$ cat config.mk
export PLATFORM = sky130hd
export DESIGN_NAME = cache_miss_ctrl
export DESIGN_NICKNAME = d
export VERILOG_FILES = /design/src/rtl/cache_pkg.sv /design/src/rtl/cache_miss_ctrl_sat_counter.sv /design/src/rtl/cache_miss_ctrl.sv
export SDC_FILE = /design/constraint.sdc
export NUM_CORES = 1
export LEC_CHECK = 0
export ABC_AREA = 1
export BUFFER_PORTS_ARGS = -buffer_cell sky130_fd_sc_hd__buf_2
export CORE_MARGIN = 2
export CORE_UTILIZATION = 25
export DETAILED_ROUTE_END_ITERATION = 7
export PLACE_DENSITY = 0.53
export SYNTH_ARGS = -nofsm -noshare
export SYNTH_HDL_FRONTEND = slang
export SYNTH_SLANG_ARGS = --single-unit
$ cat constraint.sdc
create_clock -name clk -period 1.85 [get_ports clk]
set_clock_uncertainty 0.1 [all_clocks]
set_input_delay 0 -clock clk [delete_from_list [all_inputs] [get_ports clk]]
set_output_delay 0 -clock clk [all_outputs]
set_load 0.05 [all_outputs]
$ cat src/rtl/cache_pkg.sv
// Shared types and sizing helpers for the cache miss controller and lru_counters users.
package cache_pkg;

    typedef enum logic [2:0] {
        IDLE,
        HIT_UPD,
        VICTIM,
        WB_REQ,
        FILL_REQ,
        FILL_WAIT,
        INSTALL
    } ctrl_state_t;

    // Index widths never drop below one bit so degenerate sizes still give legal ports.
    function automatic int set_size(input int num_sets);
        return (num_sets > 1) ? $clog2(num_sets) : 1;
    endfunction

    function automatic int assoc_size(input int assoc);
        return (assoc > 1) ? $clog2(assoc) : 1;
    endfunction

endpackage

$ cat src/rtl/cache_miss_ctrl_sat_counter.sv
// Saturating up-counter: holds at all-ones instead of wrapping.
module sat_counter #(
    parameter int WIDTH = 16
) (
    input  logic             clk,
    input  logic             reset,
    input  logic             inc,
    output logic [WIDTH-1:0] count
);

    always_ff @(posedge clk or negedge reset) begin
        if (!reset)
            count <= '0;
        else if (inc && (count != '1))
            count <= count + WIDTH'(1);
    end

endmodule

$ cat src/rtl/cache_miss_ctrl.sv
// One-access-at-a-time cache controller: hit -> LRU update; miss -> victim, optional writeback,
// fill, tag install and LRU update.
module cache_miss_ctrl
    import cache_pkg::*;
#(
    parameter  int NUM_SETS   = 16,
    parameter  int ASSOC      = 4,
    parameter  int STAT_WIDTH = 16,
    localparam int SET_SIZE   = set_size(NUM_SETS),
    localparam int ASSOC_SIZE = assoc_size(ASSOC)
) (
    input  logic                  clk,
    input  logic                  reset,
    input  logic                  req_valid,
    output logic                  req_ready,
    input  logic [SET_SIZE-1:0]   req_set,
    input  logic                  req_hit,
    input  logic [ASSOC_SIZE-1:0] req_hit_way,
    output logic [SET_SIZE-1:0]   lru_set,
    output logic [ASSOC_SIZE-1:0] lru_selected_way,
    output logic                  lru_process,
    input  logic [ASSOC_SIZE-1:0] lru_victim_way,
    input  logic                  victim_dirty,
    output logic                  wb_valid,
    input  logic                  wb_ready,
    output logic [ASSOC_SIZE-1:0] wb_way,
    output logic                  fill_valid,
    input  logic                  fill_ready,
    output logic [ASSOC_SIZE-1:0] fill_way,
    input  logic                  fill_done,
    output logic                  tag_wr_en,
    output logic                  rsp_valid,
    output logic                  rsp_miss,
    output logic [ASSOC_SIZE-1:0] rsp_way,
    output logic [STAT_WIDTH-1:0] hit_count,
    output logic [STAT_WIDTH-1:0] miss_count
);

    ctrl_state_t           state_q, state_d;
    logic [SET_SIZE-1:0]   set_q;
    logic [ASSOC_SIZE-1:0] hit_way_q;
    logic [ASSOC_SIZE-1:0] victim_q;

    always_ff @(posedge clk or negedge reset) begin
        if (!reset)
            state_q <= IDLE;
        else
            state_q <= state_d;
    end

    // The victim is latched once; the LRU is untouched until INSTALL so it cannot move underneath us.
    always_ff @(posedge clk or negedge reset) begin
        if (!reset) begin
            set_q     <= '0;
            hit_way_q <= '0;
            victim_q  <= '0;
        end else begin
            if (state_q == IDLE && req_valid) begin
                set_q     <= req_set;
                hit_way_q <= req_hit_way;
            end
            if (state_q == VICTIM)
                victim_q <= lru_victim_way;
        end
    end

    always_comb begin
        state_d          = state_q;
        req_ready        = 1'b0;
        lru_process      = 1'b0;
        lru_selected_way = '0;
        wb_valid         = 1'b0;
        fill_valid       = 1'b0;
        tag_wr_en        = 1'b0;
        rsp_valid        = 1'b0;
        rsp_miss         = 1'b0;
        rsp_way          = '0;
        case (state_q)
            IDLE: begin
                req_ready = 1'b1;
                if (req_valid)
                    state_d = req_hit ? HIT_UPD : VICTIM;
            end
            HIT_UPD: begin
                lru_process      = 1'b1;
                lru_selected_way = hit_way_q;
                rsp_valid        = 1'b1;
                rsp_way          = hit_way_q;
                state_d          = IDLE;
            end
            VICTIM:
                state_d = victim_dirty ? WB_REQ : FILL_REQ;
            WB_REQ: begin
                wb_valid = 1'b1;
                if (wb_ready)
                    state_d = FILL_REQ;
            end
            FILL_REQ: begin
                fill_valid = 1'b1;
                if (fill_ready)
                    state_d = FILL_WAIT;
            end
            FILL_WAIT:
                if (fill_done)
                    state_d = INSTALL;
            INSTALL: begin
                tag_wr_en        = 1'b1;
                lru_process      = 1'b1;
                lru_selected_way = victim_q;
                rsp_valid        = 1'b1;
                rsp_miss         = 1'b1;
                rsp_way          = victim_q;
                state_d          = IDLE;
            end
            default:
                state_d = IDLE;
        endcase
    end

    assign lru_set  = set_q;
    assign wb_way   = victim_q;
    assign fill_way = victim_q;

    sat_counter #(.WIDTH(STAT_WIDTH)) u_hit_cnt (
        .clk   (clk),
        .reset (reset),
        .inc   (state_q == HIT_UPD),
        .count (hit_count)
    );

    sat_counter #(.WIDTH(STAT_WIDTH)) u_miss_cnt (
        .clk   (clk),
        .reset (reset),
        .inc   (state_q == INSTALL),
        .count (miss_count)
    );

endmodule
==> flow_summary.ini, run 1 <==
[run_status]
outcome = completed

[place]
place_area_um2 = 3130
place_ws_ns = 0.165
gp_congestion = 0.793
hpwl_mm = 5.11
numPortBuffers = 66

[cells_and_area]
final_core_util_pct = 33.3
fin_nets = 473
num_antenna_cells = 0
register_area_um2 = 1080
multi_input_area_um2 = 1380
drive_above_1_share_pct = 26.2
area_delta_synth_final_pct = 29.9
n_fill_cell = 1121
fin_area_um2 = 3430

[drt]
antenna_left = 0
vias = 2539
wl_per_cell_um = 11.5
drt_iter0_drc = 93
drc = 0
wirelength_mm = 6.78
via_per_inst = 4.30
first_pass_iters = 4

[critical_path]
cpMostUsedCell = nand2_1
critPathLaunch = state_q[2]
required_ns = 1.92
worst_r2r_startpoint = state_q[2]
crit_slowest_cell = dlygate4sd3_1
cp_top_family = buffers and inverters
r2r_slack_ns = 0.08
worst-path-stages = 7
worst-path-buf-inv = 2
worstSetupEndpointType = flop
critical_path_class = reg -> reg
rr_worst_depth = 7
path_cells = inv_4, nand2_1, nor2_2, nand2_1, o21ai_2, o21bai_1, dlygate4sd3_1
reg2reg_to = state_q[2]
worstPathArrival_ns = 1.84
start_kind = flop
max_stage_delay_ns = 0.55
cp_max_fo = 4
crit_path_end = state_q[2]

[grt]
grt-ovfl-total = 0
grt_first_pass_wirelength_mm = 11.6
grt_pass1_vias = 2461
grt_max_degree = 23
grt_use_total_pct = 12.7
grt_antenna_before_repair = 0

[floorplanning]
ios = 67
dieHeight_um = 107
chipWidth_um = 107
rows = 37
initial_core_util_pct = 25.7
dieArea_um2 = 11400
coreArea_um2 = 10300

[synth]
syn_inst = 366
ys_top_cells_by_area = dfrtp_1 (41%), nand2_1 (22%), nor2_1 (5.3%)
yosysTopAreaCellShare_pct = 40.8
synth.most_common_cell = nand2_1
synthesis.nets = 384
ys_async_sr_fraction_pct = 100
ys_seq_area_share_pct = 40.8
syn_area_um2 = 2640
synthDistinctLibCells = 29
yosys_warnings = 0
ys_top_cells_by_count = nand2_1 (153), dfrtp_1 (43), nor2_1 (37), inv_1 (29), nand3_1 (22)
yosysTopAreaCell = dfrtp_1
synth_ff_type = dfrtp_1
avgSynthCellArea_um2 = 7.21
ys_ff_latch = 43
synth_edf_count = 0

[sta]
max_freq_mhz = 565
tightestPinTransition_ns = 0.562
hold_viol_final = 0
setup_violations = 0
rsz0062_at_grt = yes
drv_slew = 0
finalCriticalPeriod_ns = 1.77
finalCritPeriodShare_pct = 95.6
slew_headroom_pct = 62.5
worst_slack_ns = 0.0810

[clock_network]
clkTransAtPathRegs_ns = 0.08
cts.sinks = 43
h-tree-depth = 2
cts_tree = done
cts.path.max_buffers = 2
cts_made_buffers = 5
cts_root_buf = clkbuf_8
clk_latency_ns = 0.29

[pwr]
clockPowerShare_pct = 14.2
sw_frac_of_total_pct = 51.3
sequentialPowerShare_pct = 33.6
power.density_nw_per_um2 = 1160
p_int_mw = 1.94
p_sw_mw = 2.04
power_mw = 3.98
irDropWorstVdd_mv = 0.801
pwr-share-comb_pct = 52.2
leakage_nw = 1.69

[min_path]
hold_class = in -> reg

[run]
max_cap_viol_count = 0
-- routing by layer --
metal	wire, µm	vias up	global-route usage [%]	part of all wire, %
li1	-	1322	-	-
met1	3290	1159	16.6	49
met2	3170	50	21.4	47
met3	232	8	2.74	3.4
met4	89	0	3.25	1.3
met5	0	-	0	0
-- per-stage QoR --
stage | cells | setup TNS (ns) | hold slack, ns
floorplan | 366 | 0 | -0.396
global placement | 564 | 0 | -0.0850
detailed placement | 564 | 0 | -0.0756
CTS | 589 | 0 | 0.0112
global route | 590 | -0.0761 | 0.0267
finish | 590 | 0 | 0.0131
-- final cells by class --
class,count,area share (%)
multi-input cells,279,40.1
flip-flops and latches,43,31.5
clock buffers,6,2.12
repair buffers,91,17.4
inverters,35,3.91
well taps,136,4.97
-- what timing repair did --
item / CTS / global route
hold buffers: 19 / 0
endpoints found under the setup margin: 0 / 13
buffers inserted: 0 / 1
resized for setup: 0 / 10
hold endpoints to repair: 32 / 0
-- sequential cells by signal, indices dropped and copies added, names as in the netlist --
signal / flops
hit_way_q: 2
fill_way: 2
lru_set: 4
state_q: 3
u_miss_cnt.count: 16
u_hit_cnt.count: 16
-- cell usage in the layout (no fill, tap or decap), types with 2 or more instances in the layout --
master,count
nand2_1,152
buf_2,64
dfrtp_1,40
nor2_1,35
inv_1,28
nand3_1,22
dlygate4sd3_1,19
o21ai_0,8
nand3b_1,8
nand2_2,7
nor2_4,7
inv_2,6
nor2_2,6
nand4_1,6
xor2_1,6
clkbuf_8,5
o21ai_2,4
buf_4,4
dfrtp_2,3
nand3_4,2
a22o_2,2
nand3_2,2
o21ai_1,2
xnor2_1,2
ha_1,2
clkbuf_4,2
buf_12,2
-- how the worst min path moves through the flow --
stage / cells past startpoint / slack [ns] / from / endpoint
after global routing: 4 / 0.03 / fill_ready / state_q[0]
after CTS: 4 / 0.01 / fill_ready / state_q[0]
after global placement: 1 / -0.09 / reset / u_miss_cnt.count[14]
final: 4 / 0.01 / fill_ready / state_q[0]
after floorplan: 0 / -0.40 / reset / fill_way[0]
after detailed placement: 1 / -0.08 / reset / u_miss_cnt.count[14]
-- logic make-up after synthesis --
logic type	Yosys count	synth area share, %
fa+ha+maj	2	0.948
flops	43	40.8
compound gates	20	4.88
xor+xnor	8	2.66
buf+inv	44	7.73
simple gates	249	43.0
-- worst min-delay path: stages --
cell and delay [ns]:
buf_2 0.09, o22ai_2 0.08, o21ai_0 0.14, nand2_1 0.05
-- power groups by stage --
stage	clock (mW)	sequential, mW	combinational, mW
global placement	0	1.35	1.94
global route	0.642	1.38	2.26
floorplan	0	1.78	1.10
CTS	0.606	1.34	2.03
detailed placement	0	1.35	1.95
finish	0.565	1.34	2.08
Power figures use the tool's default switching activity.
==> run 2, diff against run 1 <==
--- a/config.mk
+++ b/config.mk
@@ -10,6 +10,7 @@
 export CORE_MARGIN = 2
 export CORE_UTILIZATION = 25
 export DETAILED_ROUTE_END_ITERATION = 7
+export MAX_ROUTING_LAYER = met4
 export PLACE_DENSITY = 0.53
 export SYNTH_ARGS = -nofsm -noshare
 export SYNTH_HDL_FRONTEND = slang
==> flow_summary.ini, run 2 (synthesis gave the netlist of run 1 again) <==
[run_status]
outcome = completed

[drt]
drt_iter0_drc = 106
vias = 2535
first_pass_iters = 6
wirelength_mm = 6.79
antenna_left = 0
via_per_inst = 4.30
wl_per_cell_um = 11.5
drc = 0

[clock_network]
cts_made_buffers = 5
cts.sinks = 43
clk_latency_ns = 0.29
cts_root_buf = clkbuf_8
h-tree-depth = 2
cts_tree = done
cts.path.max_buffers = 2
clkTransAtPathRegs_ns = 0.08

[pwr]
power.density_nw_per_um2 = 1160
irDropWorstVdd_mv = 0.801
power_mw = 3.98
leakage_nw = 1.69

[grt]
grt_max_degree = 23
grt_use_total_pct = 13.1
grt_antenna_before_repair = 0
grt_pass1_vias = 2460
grt_first_pass_wirelength_mm = 11.6
grt-ovfl-total = 0

[cells_and_area]
n_fill_cell = 1121
instances_no_fill = 590
final_core_util_pct = 33.3
fin_nets = 473
fin_area_um2 = 3430
num_antenna_cells = 0
mostFrequentLayoutCell = nand2_1
layout_common_cells = nand2_1 (152), buf_2 (64), dfrtp_1 (40)
drive_above_1_share_pct = 26.2
area_delta_synth_final_pct = 29.9

[critical_path]
worstPathArrival_ns = 1.84
worst_r2r_startpoint = state_q[2]
r2r_slack_ns = 0.08
worstSetupEndpointType = flop
critical_path_class = reg -> reg
required_ns = 1.92
reg2reg_to = state_q[2]
start_kind = flop
cp_max_fo = 4
rr_worst_depth = 7

[floorplanning]
dieHeight_um = 107
initial_core_util_pct = 25.7
ios = 67
coreArea_um2 = 10300
dieArea_um2 = 11400
chipWidth_um = 107
rows = 37

[min_path]
hold-path-cell-count = 4
whs_endpoint = state_q[0]
hold_start = fill_ready
hold_class = in -> reg

[sta]
hold_ws_ns = 0.0138
slew_headroom_pct = 62.5
tightestPinTransition_ns = 0.563
finalCritPeriodShare_pct = 95.6
finalSetupTns_ns = 0
hold_viol_final = 0
finalCriticalPeriod_ns = 1.77
drv_slew = 0
worst_slack_ns = 0.0810
setup_violations = 0
rsz0062_at_grt = yes
max_freq_mhz = 565

[place]
hpwl_mm = 5.11
gp_congestion = 0.805
numPortBuffers = 66
place_ws_ns = 0.165
placed_cells = 564
place_area_um2 = 3130

[run]
max_cap_viol_count = 0
==> run 2: critical path, cell delays in order, from the launching register on <==
cell and delay (ns):
dfrtp_2 0.44, inv_4 0.09, nand2_1 0.09, nor2_2 0.11, nand2_1 0.10, o21ai_2 0.09, o21bai_1 0.08, dlygate4sd3_1 0.55
==> run 2: power breakdown <==
part | switching, mW | internal (mW) | leakage (nW)
registers | 0.206 | 1.13 | 0.573
clock network | 0.312 | 0.253 | 0.0371
logic | 1.52 | 0.557 | 1.08
==> run 2: layout make-up <==
class,instances,area (µm²),area share (%)
Inverter,35,134,3.91
Timing Repair Buffer,91,596,17.4
Multi-Input combinational cell,279,1380,40.1
Tap cell,136,170,4.97
Sequential cell,43,1080,31.5
Clock buffer,6,72.6,2.12
==> run 2: worst max-delay path by stage <==
| stage | startpoint | end | slack [ns] | cells past startpoint |
|---|---|---|---|---|
| after global routing | u_hit_cnt.count[1] | u_hit_cnt.count[14] | -0.04 | 8 |
| after detailed placement | u_miss_cnt.count[0] | u_miss_cnt.count[13] | 0.16 | 9 |
| after global placement | u_miss_cnt.count[0] | u_miss_cnt.count[0] | 0.21 | 9 |
| after floorplan | u_miss_cnt.count[1] | u_miss_cnt.count[13] | 0.02 | 9 |
| final | state_q[2] | state_q[2] | 0.08 | 7 |
| after CTS | state_q[2] | state_q[2] | 0.02 | 7 |
==> run 2: metal layers <==
| layer | GRT usage [%] | part of all wire [%] |
|---|---|---|
| met2 | 21.3 | 46 |
| met4 | 3.25 | 1.3 |
| met3 | 2.74 | 3.2 |
| met5 | - | 0 |
| met1 | 16.7 | 49 |
==> run 2: what timing repair did <==
item                                   CTS  global route
buffers inserted                         0             1
resized for setup                        0            10
hold buffers                            19             0
setup endpoints to repair                0            13
endpoints found under the hold margin   32             0
